`src/rtl/zigbee_pkg.sv`:
```
// Shared widths and slot-index type for the zigbee nibble datapath.
package zigbee_pkg;

    localparam int unsigned NIBBLE_W         = 4;
    localparam int unsigned WORD_W           = 16;
    localparam int unsigned NIBBLES_PER_WORD = 4;

    typedef logic [1:0] slot_t;

    localparam slot_t LAST_SLOT = slot_t'(NIBBLES_PER_WORD - 1);

endpackage

```
`src/rtl/nibble_packer_16.sv`:
```
// Packs 4-bit nibbles into 16-bit words (nibble k -> bits [4k+3:4k]) and
// offers each finished word downstream over valid/ready.
module nibble_packer_16
    import zigbee_pkg::*;
(
    input  logic                inClk,
    input  logic                inRst,
    input  logic                inClear,
    input  logic [NIBBLE_W-1:0] inData,
    input  logic                inValid,
    output logic                outReady,
    output logic [WORD_W-1:0]   outData,
    output logic                outValid,
    input  logic                inReady,
    output logic [1:0]          outCount
);

    localparam int unsigned ASM_W = (NIBBLES_PER_WORD - 1) * NIBBLE_W;

    slot_t             cnt;
    logic [ASM_W-1:0]  asm_q;
    logic [WORD_W-1:0] word_q;
    logic              word_valid_q;
    logic              accept;
    logic              load_word;

    // The last slot may only be taken when the output register is free or
    // draining this same cycle, hence the combinational inReady path.
    always_comb begin
        outReady  = 1'b0;
        accept    = 1'b0;
        load_word = 1'b0;
        outReady  = !inRst && !inClear &&
                    !((cnt == LAST_SLOT) && word_valid_q && !inReady);
        accept    = inValid && outReady;
        load_word = accept && (cnt == LAST_SLOT);
    end

    always_ff @(posedge inClk or posedge inRst) begin
        if (inRst) begin
            cnt          <= '0;
            asm_q        <= '0;
            word_q       <= '0;
            word_valid_q <= 1'b0;
        end else begin
            if (inClear) begin
                cnt   <= '0;
                asm_q <= '0;
            end else if (accept) begin
                if (cnt == LAST_SLOT) begin
                    word_q <= {inData, asm_q};
                    cnt    <= '0;
                end else begin
                    for (int unsigned i = 0; i < NIBBLES_PER_WORD - 1; i++) begin
                        if (cnt == slot_t'(i))
                            asm_q[i*NIBBLE_W +: NIBBLE_W] <= inData;
                    end
                    cnt <= cnt + slot_t'(1);
                end
            end

            if (load_word)
                word_valid_q <= 1'b1;
            else if (inReady)
                word_valid_q <= 1'b0;
        end
    end

    assign outData  = word_q;
    assign outValid = word_valid_q;
    assign outCount = cnt;

endmodule

```
`config.mk`:
```
export PLATFORM = sky130hd
export DESIGN_NAME = nibble_packer_16
export DESIGN_NICKNAME = d
export VERILOG_FILES = /design/src/rtl/zigbee_pkg.sv /design/src/rtl/nibble_packer_16.sv
export SDC_FILE = /design/constraint.sdc
export NUM_CORES = 1
export LEC_CHECK = 0
export ABC_AREA = 1
export BUFFER_PORTS_ARGS = -buffer_cell sky130_fd_sc_hd__buf_2
export CAP_MARGIN = 20
export CORE_ASPECT_RATIO = 0.7
export CORE_UTILIZATION = 50
export DETAILED_ROUTE_END_ITERATION = 12
export HOLD_SLACK_MARGIN = 0.03
export PLACE_DENSITY = 0.74
export REMOVE_ABC_BUFFERS = 1
export SLEW_MARGIN = 20
export SYNTH_ARGS = -nofsm -noshare
export SYNTH_HDL_FRONTEND = slang
export SYNTH_SLANG_ARGS = --single-unit
export TNS_END_PERCENT = 50
```
`constraint.sdc`:
```
create_clock -name inClk -period 2.1 [get_ports inClk]
set_clock_uncertainty 0.2 [all_clocks]
set_input_delay 0.315 -clock inClk [delete_from_list [all_inputs] [get_ports inClk]]
set_output_delay 0.315 -clock inClk [all_outputs]
set_load 0.05 [all_outputs]
```
==> impl_metrics.toml <==
[sta]
setup_viol = 0
clock.fmax_ghz = 0.498
slew_headroom_pct = 64.1
layout_min_cycle_time_ps = 2010
tightest_slew_ps = 539
finalMaxSlewViolations = 0
post-route-period-util_pct = 95.6
finalHoldViolCount = 0
whs_ps = 106
rsz0062_at_grt = "false"

[power]
vdd_drop_max_uv = 479
power_leakage_nw = 0.956
power_switching_uw = 375
total_power_mw = 1.45
p_int_mw = 1.08
sw_frac_of_total_pct = 25.8
power.density_nw_per_um2 = 854
combPwrFrac_pct = 13.0
seqPwrFrac_pct = 45.7
p_clk_share_pct = 41.3

[worst_setup_path]
start_kind = "primary input"
critPathKind = "primary input to primary output"
cp.required_ps = 1580
crit_family = "buffers and inverters"
critPathSlowestCell = "dlygate4sd3_1"
path_cells = "dlygate4sd3_1 -> buf_2 -> nor2_2 -> and2_1 -> buf_4"
path_max_fanout = 3
cp-end-kind = "primary output"
crit_arrival_ps = 1490
worst-path-buf-inv = 3
critPathMaxStageDelay_ps = 530

[logic_synthesis]
synth_compound_area_share_pct = 9.69
synthMuxAreaShare_pct = 0
yosys.area_share.simple_pct = 21.4
async_flop_share_pct = 100
syn_inst = 154
syn-cell-area_um2 = 1400
ys_seq_elements = 31
yosys_warnings = 0
postSynthAreaPerCell_um2 = 9.06
yosys.area_share.xor_xnor_pct = 0
synth_top_family_by_area = "simple AND/OR/NAND/NOR gates"
ys_seq_area_share_pct = 55.6
synth.distinct_cells = 14
yosys.area_share.adder_pct = 3.59
synth_edf_count = 0
synthFlopType = "dfrtp_1"

[cells_and_area]
diodes = 0
drive_above_1_share_pct = 26.3
syn2layout_area_growth_pct = 21.7
nets = 202
final_util_pct = 66.5

[floorplanning]
core_area_um2 = 2550
start_util_pct = 54.7
die_height_um = 46.2
rows = 15
die_area_um2 = 3010
num_io_pins = 29
die_w_um = 65.1

[clocking]
ctsLongestPathBuffers = 2
cts_tree = "yes"
cts.sinks = 31
htreeDepth = 2
clock_latency_ps = 280
cts-root-buf = "clkbuf_8"
clk_pin_slew_worst_paths_ps = 60
numCtsBuffers = 5

[outcome]
outcome = "completed"

[route]
wl_met1_um = 1180
top_layer = "met4"
drtIter0Drc = 38
routed-wl-met3_um = 117
wl_met2_um = 1110
num_vias = 1067
viasPerCell = 4.76
drc = 0
dr.pass1.iters = 4
wl_per_cell_um = 10.9
wirelength_um = 2430
drtAntennaViolNets = 0

[global_route]
grt-ovfl-total = 0
antenna_found_initial = 0
grt_pass1_vias = 945
track_usage_pct = 19.0
grt_pass1_wl_um = 4110
grt_max_degree = 20

[placed_design]
dp_hpwl_um = 1790
io_buffers = 28
gp_congestion = 0.802

[min_path]
hold_path_class = "primary input to flop"

[job]
drv_cap = 0
worst min-delay path: stages:
cell     delay, ps
buf_2           90
inv_1           80
o21ai_2         60
power by group through the flow:
stage | clock network (mW) | logic, mW | registers, mW
finish | 0.598 | 0.188 | 0.663
global route | 0.641 | 0.211 | 0.668
floorplan | 0 | 0.0909 | 0.716
detailed placement | 0 | 0.188 | 0.674
global placement | 0 | 0.183 | 0.672
CTS | 0.613 | 0.190 | 0.663
worst paths after layout:
kind                              from     endpoint  slack [ps]  depth (start not counted)
min reg2reg                  asm_q[10]    asm_q[10]         270                          2
max                              inRst     outReady          90                          5
min in group asynchronous        inRst  outCount[0]         440                          3
max in group asynchronous        inRst   outData[7]         780                          4
min                          inData[0]  outData[12]         110                          3
max reg2reg                outCount[0]     asm_q[2]         250                          5
state kept, by name, indices dropped and copies added (netlist names):
signal    cells
outCount      2
outValid      1
asm_q        12
outData      16
logic make-up after synthesis:
| logic type | count (synthesis) |
|---|---|
| AO/OA/AOI/OAI | 21 |
| adder cells (fa/ha/maj) | 4 |
| buffers and inverters | 28 |
| flip-flops | 31 |
| AND/OR/NAND/NOR | 70 |
per-layer routing:
layer / up-vias / global-route usage, %
met5: - / 0
met4: 0 / 7.83
met3: 5 / 5.94
met2: 29 / 31.3
met1: 480 / 23.9
li1: 553 / -
cells in the final DEF, fill, tap and decap left out, drive strengths merged:
| master | count |
|---|---|
| and2 | 1 |
| buf | 31 |
| bufinv | 1 |
| clkbuf | 6 |
| clkinv | 1 |
| dfrtp | 31 |
| dlygate4sd3 | 1 |
| ha | 4 |
| inv | 24 |
| nand2 | 46 |
| nand3 | 16 |
| nand4 | 1 |
| nor2 | 6 |
| o21ai | 21 |
cell usage after synthesis (4+ instances only):
library cell   n  share of area [%]
buf_6          4                3.2
dfrtp_1       31                 56
ha_1           4                3.6
inv_1         24                6.5
nand2_1       45                 12
nand3_1       16                5.7
nor2_1         5                1.3
o21ai_0        5                1.8
o21ai_1        8                2.9
o21ai_2        8                5.0
through the flow:
step                      cell area [um^2]  instances  setup WS, ps  setup TNS [ps]
after floorplan                       1350        150         -78.5            -978
after global placement                1570        215           348               0
after detailed placement              1570        215           299               0
after CTS                             1700        224          39.2               0
after global routing                  1700        224          15.3               0
final                                 1700        224          91.9               0
repair_timing:
item,in CTS,in global routing
buffers inserted,0,0
hold endpoints to repair,12,0
hold buffers,1,0
endpoints found under the setup margin,0,1
gates resized for setup,0,2
final cells by class:
cell class                      instances  area (um^2)
Clock buffer                            6         82.6
Clock inverter                          2         35.0
Fill cell                             212          855
Inverter                               24         90.1
Multi-Input combinational cell         95          484
Sequential cell                        31          776
Tap cell                               34         42.5
Timing Repair Buffer                   32          188
No activity file was read; power rests on OpenSTA's default activity.
